==> config.mk <==
export PLATFORM = sky130hd
export DESIGN_NAME = pc_redirect_ctrl
export DESIGN_NICKNAME = d
export VERILOG_FILES = /design/src/rtl/pc_redirect_ctrl.sv
export SDC_FILE = /design/constraint.sdc
export NUM_CORES = 1
export LEC_CHECK = 0
export CAP_MARGIN = 0
export CORE_UTILIZATION = 46
export DETAILED_ROUTE_END_ITERATION = 8
export PLACE_DENSITY = 0.81
export SKIP_LAST_GASP = 1
export SLEW_MARGIN = 10
export SYNTH_ARGS = -nofsm -noshare
export SYNTH_HDL_FRONTEND = slang
export SYNTH_SLANG_ARGS = --single-unit
export TNS_END_PERCENT = 20
==> constraint.sdc <==
create_clock -name clk -period 5.15 [get_ports clk]
set_clock_uncertainty 0.1 [all_clocks]
set_input_delay 1.03 -clock clk [delete_from_list [all_inputs] [get_ports clk]]
set_output_delay 1.03 -clock clk [all_outputs]
set_load 0.02 [all_outputs]
==> src/rtl/pc_redirect_ctrl.sv <==
// Program counter owner: next-PC selection, IF/ID flush on redirects,
// syscall halt FSM and saturating statistics counters for the display.
module pc_redirect_ctrl #(
  parameter logic [31:0] RESET_PC  = 32'h0000_0000,
  parameter int          CNT_W     = 32,
  parameter logic [31:0] EXIT_CODE = 32'd10
) (
  input  logic             clk,
  input  logic             rst,
  input  logic             stall,
  input  logic             go,
  input  logic             id_valid,
  input  logic             beq,
  input  logic             bne,
  input  logic             jmp,
  input  logic             jal,
  input  logic             jr,
  input  logic             syscall,
  input  logic             rs_eq_rt,
  input  logic [31:0]      id_pc_plus4,
  input  logic [15:0]      imm16,
  input  logic [25:0]      instr_index,
  input  logic [31:0]      jr_addr,
  input  logic [31:0]      v0_val,
  output logic [31:0]      pc,
  output logic [31:0]      pc_plus4,
  output logic             flush_if,
  output logic             halted,
  output logic             display_en,
  output logic [CNT_W-1:0] cycle_cnt,
  output logic [CNT_W-1:0] uncond_cnt,
  output logic [CNT_W-1:0] cond_cnt
);

  typedef enum logic {
    RUN  = 1'b0,
    HALT = 1'b1
  } state_e;

  localparam logic [CNT_W-1:0] CNT_ONE =
    {{(CNT_W-1){1'b0}}, 1'b1};

  state_e           state_q, state_d;
  logic [31:0]      pc_q, pc_d;
  logic             disp_q, disp_d;
  logic [CNT_W-1:0] cyc_q, cyc_d;
  logic [CNT_W-1:0] unc_q, unc_d;
  logic [CNT_W-1:0] cnd_q, cnd_d;

  logic        act;
  logic        sys_exit;
  logic        sys_disp;
  logic        br_taken;
  logic [31:0] br_off;
  logic [31:0] br_tgt;
  logic [31:0] j_tgt;
  logic [31:0] jr_tgt;
  logic [31:0] seq_pc;

  function automatic logic [CNT_W-1:0] sat_inc(
    input logic [CNT_W-1:0] v
  );
    return (&v) ? v : v + CNT_ONE;
  endfunction

  // Decode the ID instruction into redirect candidates and targets
  always_comb begin
    act      = id_valid & ~stall & (state_q == RUN);
    sys_exit = act & syscall & (v0_val == EXIT_CODE);
    sys_disp = act & syscall & (v0_val != EXIT_CODE);
    br_taken = (beq & rs_eq_rt) | (bne & ~rs_eq_rt);
    br_off   = {{14{imm16[15]}}, imm16, 2'b00};
    br_tgt   = id_pc_plus4 + br_off;
    j_tgt    = {id_pc_plus4[31:28], instr_index, 2'b00};
    jr_tgt   = jr_addr & 32'hFFFF_FFFC;
    seq_pc   = pc_q + 32'd4;
  end

  // Next-state, next-PC, flush and counter updates
  always_comb begin
    state_d  = state_q;
    pc_d     = pc_q;
    disp_d   = disp_q;
    cyc_d    = cyc_q;
    unc_d    = unc_q;
    cnd_d    = cnd_q;
    flush_if = 1'b0;
    unique case (state_q)
      RUN: begin
        cyc_d  = sat_inc(cyc_q);
        disp_d = sys_disp;
        if (stall) begin
          pc_d = pc_q;
        end else if (sys_exit) begin
          pc_d     = id_pc_plus4;
          state_d  = HALT;
          flush_if = 1'b1;
        end else if (act & jr) begin
          pc_d     = jr_tgt;
          flush_if = 1'b1;
          unc_d    = sat_inc(unc_q);
        end else if (act & (jmp | jal)) begin
          pc_d     = j_tgt;
          flush_if = 1'b1;
          unc_d    = sat_inc(unc_q);
        end else if (act & br_taken) begin
          pc_d     = br_tgt;
          flush_if = 1'b1;
          cnd_d    = sat_inc(cnd_q);
        end else begin
          pc_d = seq_pc;
        end
      end
      HALT: begin
        if (go) begin
          state_d = RUN;
        end
      end
      default: begin
        state_d = RUN;
      end
    endcase
  end

  // State register with asynchronous reset
  always_ff @(posedge clk or posedge rst) begin
    if (rst) begin
      state_q <= RUN;
      pc_q    <= RESET_PC;
      disp_q  <= 1'b0;
      cyc_q   <= '0;
      unc_q   <= '0;
      cnd_q   <= '0;
    end else begin
      state_q <= state_d;
      pc_q    <= pc_d;
      disp_q  <= disp_d;
      cyc_q   <= cyc_d;
      unc_q   <= unc_d;
      cnd_q   <= cnd_d;
    end
  end

  assign pc         = pc_q;
  assign pc_plus4   = pc_q + 32'd4;
  assign halted     = (state_q == HALT);
  assign display_en = disp_q;
  assign cycle_cnt  = cyc_q;
  assign uncond_cnt = unc_q;
  assign cond_cnt   = cnd_q;

endmodule

======== After elaboration in Yosys (flattened, before gate mapping) ========
Index checks and enable logic that the tools add are counted.
storage, ports and cells
  output and inout bits ................... 163
  word-level logic and storage cells ...... 58
  input bits .............................. 150
  register bits ........................... 130
cells by class
  add/subtract/negate cells ............... 5
  equal/unequal tests ..................... 2
  multiplexer cells ....................... 17
  bitwise logic cells ..................... 20
  reduce and logical (&&, ||, !) cells .... 8
operators by type and width
  operator                 number
  $mux W32                 7
  $add A32 B1 Y32 const B  3
  $reduce_and A32 Y1       3
  $add A32 B3 Y32 const B  1
  $add A32 B32 Y32         1
  $eq A32 B4 Y1 const B    1
  $ne A32 B4 Y1 const B    1
  $and A1 B1 Y1            10
  $mux W1                  9
  $not A1 Y1               8
  $reduce_and A7 Y1        1
  $reduce_and A2 Y1        2
  $reduce_and A4 Y1        1
  $or A1 B1 Y1             2
  $pmux W1 S2              1
  $reduce_bool A2 Y1       1

======== Logic depth before layout (Yosys ltp) ========
Gate-level depths: netlist of run 1.
  word-level depth ........................ 10
  mapped depth ............................ 10
  mapped depth without buffers ............ 10

======== Least setup slack after synthesis of run 1 ========
OpenSTA, ideal clock, no wires.
  kind .................................... input to output
  start ................................... input v0_val[0]
  end ..................................... output flush_if
  data arrival time ....................... 2.514 ns
  setup slack ............................. 1.506 ns
  buffers on the path ..................... 3
  required time ........................... 4.020 ns
  stages on the path ...................... 7
  cell sequence ........................... nor4b_1 > nand4_1 > or3_1 > clkbuf_1 > clkbuf_1 > clkbuf_1 > nand2_1
between the ends
  cells in the longest elaborated chain, start to end .. 5
RTL lines
  item             line  text
  start, declared  24    input logic [31:0] v0_val,
  $eq A32 B4 Y1    69    sys_exit = act & syscall & (v0_val == EXIT_CODE);
  $and A1 B1 Y1    69
  $mux W1          94    end else if (sys_exit) begin
  $mux W1          92    if (stall) begin
  $mux W1          88    unique case (state_q)
  end, declared    27    output logic flush_if,
No other way between the ends.

======== Worst setup path after layout of run 1 ========
  start ................................... register pc_q[2], in the netlist pc[2]
  end ..................................... output pc_plus4[28]
between the ends
  cells in the longest elaborated chain, start to end .. 1
RTL lines
  item                    line  text
  start, declared         44    logic [31:0] pc_q, pc_d;
  start signal, assigned  136   pc_q <= pc_d;
  $add A32 B3 Y32         145   assign pc_plus4 = pc_q + 32'd4;
  end, declared           26    output logic [31:0] pc_plus4,
No other way between the ends.

==> impl_results.md, run 1 <==
* Worst skew pair latency at 0.43 ns
* Tmin final at roughly 4.6 ns
* Hold Crit Start: uncond_cnt[24]$_DFFE_PP0P_
* Vias in the first global route at 8992
* Fillers at 1445
* Share of cells above drive strength 1 at 0.0659
* Syn avg cell area at 8.88 um2
* Total Nets Final at between 1000 and 1500
* Mapped Nets at 1188
* RR Endpoint: cond_cnt[25]$_DFFE_PP0P_
* CP cell instances: ha_1 -> and2_1 -> and4_1 -> nand3_1 -> nor3_1 -> xor2_1 -> clkdlybuf4s50_1
* Status: complete, no violations
* Routed vias/inst at 5.88
* Fin Setup TNS at 0 ns
* Register area share after synthesis at 0.365
* Relative slew slack at 0.249
* First-pass GRT wire length at 49400 um
* Crit path largest cell delay at 0.74 ns
* Post-CTS Setup Inserts at 0
* Worst min path class: reg2reg
* Max IR drop VDD at around 0.00029 V
* Post-Place Cells at 1549
* Area share of the largest cell type after synthesis at 0.365
* IO Port Bufs at 310
* GP Congestion at 0.967
* Ys async rst share at 1.00
* Layout Utilization at 0.683
* Row count at 50
* H-tree Lvls at 4
* Top_reg_cell synth: dfrtp_1
* Worst-Margin Slew at between 1 and 1.5 ns
* Worst r2r src: halted$_DFF_PP0_
* Leak at about 5.4 nW
* DRT iter0 DRCs at 755
* Final Hold Vio Count at 0
* Max_cap viols at 0
* Post-CTS sizing at 0
* Core Region at 18800 um2
* Starting density of the core at 0.474
* Crit end category: output pin
* Drt wl/cell at 20.5 um
* Pwr dens at 296 nW/um2
* CTS root buf: clkbuf_16
* CTS sink count at 130
* Synth cell types at 81
* Synth Instances at 1004
* Worst path arrival time at 3.43 ns
* Hold path endpoint: uncond_cnt[24]$_DFFE_PP0P_
* Via count at 9303
* Unrepaired setup endpoints after global routing: false
* Initial DRT Pass Iterations at 7
* Yosys warns at 0
* Boundary Pins at 313
* DR DRC count at 0
* Die Y at ~140 um
* Post-synth EDFFs at 0
* Kind of critical path: reg2out
* Reg clk slew, reported paths at 0.07 ns
* Final setup fails at 0
* Worst hold stages at 1
* CTS buffer count at 17
* Fmax at 219 MHz
* Gr usage total at 0.326
* Total wire length at around 32000 um
* Max Buffers Root-to-Sink at 2
* CP Data Required Time at 4.02 ns
* Yosys reg bits at between 100 and 150
* Reg2Reg Depth at 9
* Syn-to-layout area delta at 44.3%
* Initial antenna violation count at 2
* GRT overflow at 0
* Largest net degree at the start of global routing at 75
* Biggest area consumer among synthesized cells: dfrtp_1
* Fin cells at 1582
* CTS tree: done
* Final HPWL DP at 24400 um
* Synth top area cells: dfrtp_1, xnor2_1, nand2_1
* Worst reg2reg setup slack at 1.86 ns
* Cell area after synthesis at 8920 um2
* ANT nets after route at 0
* Total power at ~3.8 mW
* Die area at 19900 um2
* Footprint of the multi-input gates at 5440 um2
* Crit share post-route at 0.885
* Max-slew violations at 0
* Die W at 141 um
* Worst path slowest cell: clkdlybuf4s50_1
* Crit path launch type: register
* FF/Latch Area at 3250 um2
* Post-CTS Hold Fix Bufs at 0
* Worst-path maximum fanout at 7
[cells in the final DEF, fill, tap and decap left out, types with 8 or more instances in the layout]
cell type and n:
nand4_1 31, inv_1 12, o21ai_0 58, a211oi_1 9
clkdlybuf4s50_1 310, and4_1 23, xor2_1 48, clkbuf_16 17
nor3_1 23, a31oi_1 8, and3_1 27, nand2_1 116
nor4_1 11, dfrtp_1 130, and2_1 10, o211ai_1 14
a21oi_1 56, nand3_1 52, xnor2_1 92, ha_1 33
a21o_1 14, nor2_1 75, buf_4 14
[routing by layer]
| metal | vias to the layer above | global-route usage | wire length, um |
|---|---|---|---|
| met5 | - | 0 | 13 |
| met4 | 2 | 0.126 | 1030 |
| met3 | 74 | 0.0778 | 3180 |
| met2 | 525 | 0.539 | 15200 |
| met1 | 4414 | 0.412 | 13000 |
| li1 | 4288 | - | - |
[sequential cells by signal, indices dropped and copies added, names as in the netlist]
signal	cells
cond_cnt	32
halted	1
cycle_cnt	32
display_en	1
uncond_cnt	32
pc	32
[through the flow]
step,cell area (um2),hold WS [ns],worst slack (ns)
final,12900,0.395,0.593
after global routing,12900,0.412,0.500
after CTS,12900,0.395,0.555
after detailed placement,12300,0.384,0.562
after global placement,12300,0.369,0.609
after floorplan,8920,0.489,0.551
[worst max-delay path, delay by kind of cell (launching register included)]
family                   cells  cell delay [ns]
flip-flops                   1             0.49
buffers and inverters        1             0.74
XOR/XNOR                     1             0.25
adder cells (fa/ha/maj)      1             0.32
AND/OR/NAND/NOR              4             1.20
[power breakdown]
part / internal [mW] / switching (mW) / total, mW
sequential: 1.13 / 0.169 / 1.30
clock: 0.640 / 0.536 / 1.18
combinational: 0.643 / 0.689 / 1.33
[final cells by class]
class	instances	area share
clock inverters	15	0.0112
repair buffers	325	0.251
flip-flops and latches	130	0.253
well taps	260	0.0253
multi-input cells	821	0.423
diodes	1	0.000194
inverters	13	0.00399
clock buffers	17	0.0331
[worst max path at each step]
stage | startpoint | endpoint | slack (ns) | cells past startpoint
3_5_place_dp | v0_val[29] | flush_if | 0.56 | 6
4_1_cts | v0_val[29] | flush_if | 0.55 | 6
5_1_grt | pc[2]$_DFFE_PP0P_ | pc_plus4[28] | 0.50 | 7
3_3_place_gp | v0_val[26] | flush_if | 0.61 | 6
2_1_floorplan | rst | cond_cnt[0]$_DFFE_PP0P_ | 0.55 | 1
6_report | pc[2]$_DFFE_PP0P_ | pc_plus4[28] | 0.59 | 7
[synthesized netlist by cell type (4+ instances only)]
master      n
mux2_2      4
o21ai_0    58
clkbuf_1   29
a221oi_1    6
nor4_1     11
and2_1     10
a31oi_1     8
buf_2       5
nand3_2     4
o22ai_1     4
o211ai_1   14
nand2_1   116
and3_1     27
nor2_1     76
ha_1       33
xor2_1     48
a21o_1     14
nand4_1    31
o21a_1      6
nand3_1    52
dfrtp_1   130
o211a_1     4
o21bai_1    5
a311oi_1    6
and4_1     23
or3_1       6
a21oi_1    56
and4_4      5
nor3_1     24
buf_4       5
inv_1      13
xnor2_1    92
a211oi_1    9
[cells by family after synthesis]
| kind of cell | Yosys count | synth area share |
|---|---|---|
| AOI/OAI and AO/OA | 225 | 0.166 |
| xor gates and xnor gates | 140 | 0.138 |
| adders and majority gates | 34 | 0.0485 |
| buffers and inverters | 53 | 0.0260 |
| DFF | 130 | 0.365 |
| muxes | 6 | 0.00786 |
| and+or+nand+nor | 416 | 0.250 |
Note: power is estimated with default switching activity, not from simulation.
==> inputs of run 2 (changes only) <==
- CORE_UTILIZATION: 46 -> 42
- PLACE_DENSITY: 0.81 -> 0.78
- clock period: 5.15 -> 4 ns (I/O delays scaled with it)
==> impl_results.md, run 2 (same netlist as run 1, synthesis figures left out) <==
* ANT nets after route at 0
* Row count at 52
* Footprint of the multi-input gates at 5450 um2
* Initial DRT Pass Iterations at 5
* Total power at approximately 5.2 mW
* Reg2Reg Depth at 10
* Comb pwr share at 0.340
* Largest net degree at the start of global routing at 74
* Worst r2r src: halted$_DFF_PP0_
* Origin of the worst setup path: pc[2]$_DFFE_PP0P_
* Vias in the first global route at 9280
* Reg clk slew, reported paths at 0.06 ns
* CTS buffer count at 17
* IO Port Bufs at 310
* Ant diodes at 0
* Gr usage total at 0.305
* First-pass GRT wire length at 51100 um
* Share of cells above drive strength 1 at 0.0860
* Final WS setup at -0.0133 ns
* Post-Place Cells at 1587
* RR Endpoint: pc[5]$_DFFE_PP0P_
* Max Buffers Root-to-Sink at 2
* CTS sink count at 130
* Fillers at 1718
* Status: finished with violations
* DR DRC count at 0
* Total wire length at around 33000 um
* CTS root buf: clkbuf_16
* DRT iter0 DRCs at 840
* Worst path arrival time at 3.11 ns
* Crit path largest cell delay at 0.69 ns
* Crit path launch type: register
* H-tree Lvls at 4
* Final setup fails at 1
* CTS tree: done
* Kind of critical path: reg2out
* Fmax at 249 MHz
* Layout Utilization at 0.644
* CP Data Required Time at 3.10 ns
* Die area at about 22000 um2
* Leak at 5.58 nW
* Core Region at between 20000 and 25000 um2
* Fin cells at approximately 1600
* Clk pwr share at 0.338
* Final Hold Vio Count at 0
* P_int at 3.38 mW
* Sw frac at 0.348
* Pre-CTS WS at -0.161 ns
* Crit share post-route at 1.00
* Highest-count cells in the layout ignoring fill and taps: clkdlybuf4s50_1, dfrtp_1, nand2_1
* Post-CTS sizing at 2
* Total Nets Final at around 1500
* Final HPWL DP at 25400 um
* Syn-to-layout area delta at 47.9%
* GRT overflow at 0
* GP Congestion at 0.972
* Worst skew pair latency at roughly 0.43 ns
* Boundary Pins at 313
* Initial antenna violation count at 0
* Relative slew slack at 0.211
* Routed vias/inst at 5.83
* Switching power at 1.80 mW
* Crit end category: output pin
* Worst-path maximum fanout at 7
* Starting density of the core at 0.435
* Max_cap viols at 0
* Die W at 148 um
* Worst reg2reg setup slack at 1.10 ns
* Worst path slowest cell: clkdlybuf4s50_1
* Commonest non-fill, non-tap cell in the layout: clkdlybuf4s50_1
* Drt wl/cell at 20.6 um
* Post-CTS Setup Inserts at 0
* Failing checks: negative setup slack
* Max-slew violations at 0
* Pwr dens at 393 nW/um2
* Seq pwr share at 0.323
* Tmin final at 4.01 ns
* FF/Latch Area at 3250 um2
* Unrepaired setup endpoints after global routing: true
* Worst setup endpoint: pc_plus4[26]
* CP cell instances: ha_1 -> and2_1 -> and4_1 -> and3_1 -> nand3_1 -> xnor2_1 -> clkdlybuf4s50_1
* Post-CTS Hold Fix Bufs at 0
* Worst-Margin Slew at 1.18 ns
* Worst min path class: reg2reg
* Via count at 9439
* Max IR drop VDD at roughly 0.00025 V
* WHS at about 0.4 ns
* Die Y at 148 um
## run 2: cell types whose count changed in the layout (fill, tap and decap cells not counted), moves of 2 or more
cell / change
buf_4: +27
bufinv_16: +4
clkdlybuf4s50_1: -2
clkinvlp_4: -2
## run 2: stage by stage
step,setup TNS [ns],area (um2)
after floorplan,0,8920
after global placement,-0.139,12500
after detailed placement,-0.161,12500
after CTS,-0.0450,13200
after global routing,-0.349,13200
final,-0.0133,13200
## run 2: worst max-delay path: cells and delay by family (launching register included)
family                     cells  cell delay, ns
adders and majority gates      1            0.28
xor gates and xnor gates       1            0.24
buffers and inverters          1            0.69
and+or+nand+nor                4            1.00
DFF                            1            0.47
## run 2: cell type report
cell class	instances	area share
Clock buffer	17	0.0323
Clock inverter	15	0.0168
Inverter	13	0.00398
Multi-Input combinational cell	821	0.413
Sequential cell	130	0.247
Tap cell	270	0.0256
Timing Repair Buffer	353	0.262
## run 2: layer usage
layer,part of all wire,global-route usage
met5,0,0
met3,0.085,0.0608
met4,0.040,0.135
met1,0.40,0.380
met2,0.48,0.512
## run 2: worst min path at each step
stage | start | endpoint | slack [ns] | cells after the start
floorplan | cycle_cnt[5]$_DFFE_PP0P_ | cycle_cnt[5]$_DFFE_PP0P_ | 0.49 | 1
global route | cycle_cnt[30]$_DFFE_PP0P_ | cycle_cnt[30]$_DFFE_PP0P_ | 0.42 | 1
global placement | uncond_cnt[4]$_DFFE_PP0P_ | uncond_cnt[4]$_DFFE_PP0P_ | 0.38 | 1
detailed placement | cycle_cnt[9]$_DFFE_PP0P_ | cycle_cnt[9]$_DFFE_PP0P_ | 0.39 | 1
CTS | cycle_cnt[9]$_DFFE_PP0P_ | cycle_cnt[9]$_DFFE_PP0P_ | 0.40 | 1
finish | cond_cnt[26]$_DFFE_PP0P_ | cond_cnt[26]$_DFFE_PP0P_ | 0.40 | 1
## run 2: power groups by stage
stage	logic (mW)	clock network, mW	registers, mW
floorplan	0.732	0	1.82
global placement	1.71	0	1.68
detailed placement	1.74	0	1.69
CTS	1.76	1.77	1.66
global route	1.87	1.83	1.69
finish	1.76	1.75	1.67
==> inputs of run 3 (changes only) <==
- CORE_MARGIN: default -> 2
==> impl_results.md, run 3 (same netlist as run 1, synthesis figures left out) <==
* Status: finished with violations
* Failing checks: negative setup slack
* Leak at 5.52 nW
* Max_cap viols at 0
* Reg clk slew, reported paths at 0.07 ns
* Worst reg2reg setup slack at 1.12 ns
* Fmax at 248 MHz
* Total Nets Final at 1516
* DRT iter0 DRCs at 775
* Initial DRT Pass Iterations at 6
* Vias in the first global route at 9242
* Drt wl/cell at 21.1 um
* Worst path arrival time at 3.13 ns
* Footprint of the multi-input gates at 5440 um2
* Crit path largest cell delay at approximately 0.66 ns
* Starting density of the core at 0.426
* Total power at 5.07 mW
* Kind of critical path: reg2out
* Reg2Reg Depth at 9
* Max IR drop VDD at 0.000254 V
* CTS root buf: clkbuf_16
* Worst r2r src: halted$_DFF_PP0_
* Post-CTS sizing at 1
* Tmin final at 4.03 ns
* Pwr dens at just under 400 nW/um2
* WHS at ~0.4 ns
* Share of cells above drive strength 1 at 0.0825
* Hold path endpoint: cycle_cnt[30]$_DFFE_PP0P_
* Fin Setup TNS at -0.0312 ns
* Crit path launch type: register
* FF/Latch Area at 3250 um2
* Layout Utilization at 0.626
* IO Port Bufs at 310
* Post-CTS Hold Fix Bufs at 0
* CTS buffer count at 17
* Via count at around 9500
* GP Congestion at 0.977
* Pre-CTS WS at around 0.15 ns
* Final setup fails at 1
* Unrepaired setup endpoints after global routing: true
* Die area at 22400 um2
* Crit end category: output pin
* Routed vias/inst at ~5.9
* Die Y at approximately 150 um
* Final HPWL DP at between 20000 and 30000 um
* Ant diodes at 0
* Largest net degree at the start of global routing at 56
* Highest-count cells in the layout ignoring fill and taps: clkdlybuf4s50_1, dfrtp_1, nand2_1
* Post-CTS Setup Inserts at 0
* ANT nets after route at 0
* H-tree Lvls at 4
* First-pass GRT wire length at 51900 um
* Total wire length at 34100 um
* Syn-to-layout area delta at 47.1%
* CP Data Required Time at 3.10 ns
* CTS sink count at 130
* Initial antenna violation count at 0
* Fillers at about 1800
* GRT overflow at 0
* Final WS setup at -0.0312 ns
* Relative slew slack at 0.203
* Crit share post-route at 1.01
* Worst min path class: reg2reg
* CP cell instances: ha_1 -> and2_1 -> and4_1 -> and3_1 -> nand3_1 -> xnor2_1 -> clkdlybuf4s50_1
* Final Hold Vio Count at 0
* Max-slew violations at 0
* Worst-Margin Slew at 1.19 ns
* CP Buf/Inv Count at 1
* Max Buffers Root-to-Sink at 2
* DR DRC count at 0
* Die W at 150 um
* Worst skew pair latency at 0.42 ns
* CTS tree: done
* Worst path slowest cell: clkdlybuf4s50_1
* Worst hold stages at 1
* Row count at 53
* Worst path top cell family by delay: simple AND/OR/NAND/NOR gates
* Boundary Pins at 313
* Core Region at 21000 um2
* RR Endpoint: cond_cnt[31]$_DFFE_PP0P_
* Gr usage total at 0.301
* Commonest non-fill, non-tap cell in the layout: clkdlybuf4s50_1
* Worst-path maximum fanout at 7
* Hold Crit Start: cycle_cnt[30]$_DFFE_PP0P_
## run 3: layout make-up
| type | count | area share |
|---|---|---|
| tap | 275 | 0.0262 |
| inverter | 13 | 0.00401 |
| clock buffer | 17 | 0.0324 |
| timing repair buffer | 349 | 0.260 |
| multi-input combinational | 821 | 0.415 |
| clock inverter | 15 | 0.0144 |
| sequential | 130 | 0.248 |
## run 3: where the power goes
group	switching (mW)	internal, mW	leakage (nW)
clock network	0.686	0.951	0.296
registers	0.204	1.46	1.71
logic	0.924	0.849	3.52
## run 3: worst max-delay path by stage
stage	start	end	slack (ns)	cells past startpoint
2_1_floorplan	v0_val[0]	flush_if	0.82	7
3_3_place_gp	v0_val[4]	flush_if	0.16	6
3_5_place_dp	v0_val[4]	flush_if	0.15	6
4_1_cts	pc[2]$_DFFE_PP0P_	pc_plus4[28]	-0.008	7
5_1_grt	pc[2]$_DFFE_PP0P_	pc_plus4[22]	-0.18	7
6_report	pc[2]$_DFFE_PP0P_	pc_plus4[22]	-0.03	7
## run 3: stage by stage
| step | cells | cell area, um2 |
|---|---|---|
| 2_1_floorplan | 1004 | 8920 |
| 3_3_place_gp | 1588 | 12500 |
| 5_1_grt | 1620 | 13100 |
| 3_5_place_dp | 1588 | 12500 |
| 6_report | 1620 | 13100 |
| 4_1_cts | 1620 | 13100 |
## run 3: per-layer routing
layer  wire (um)  share of wire  global-route usage  vias up
met5           0              0                   0        -
li1            -              -                   -     4330
met4        1390          0.041               0.129        0
met2       16000           0.47               0.495      518
met3        3050          0.089              0.0622       90
met1       13700           0.40               0.386     4551
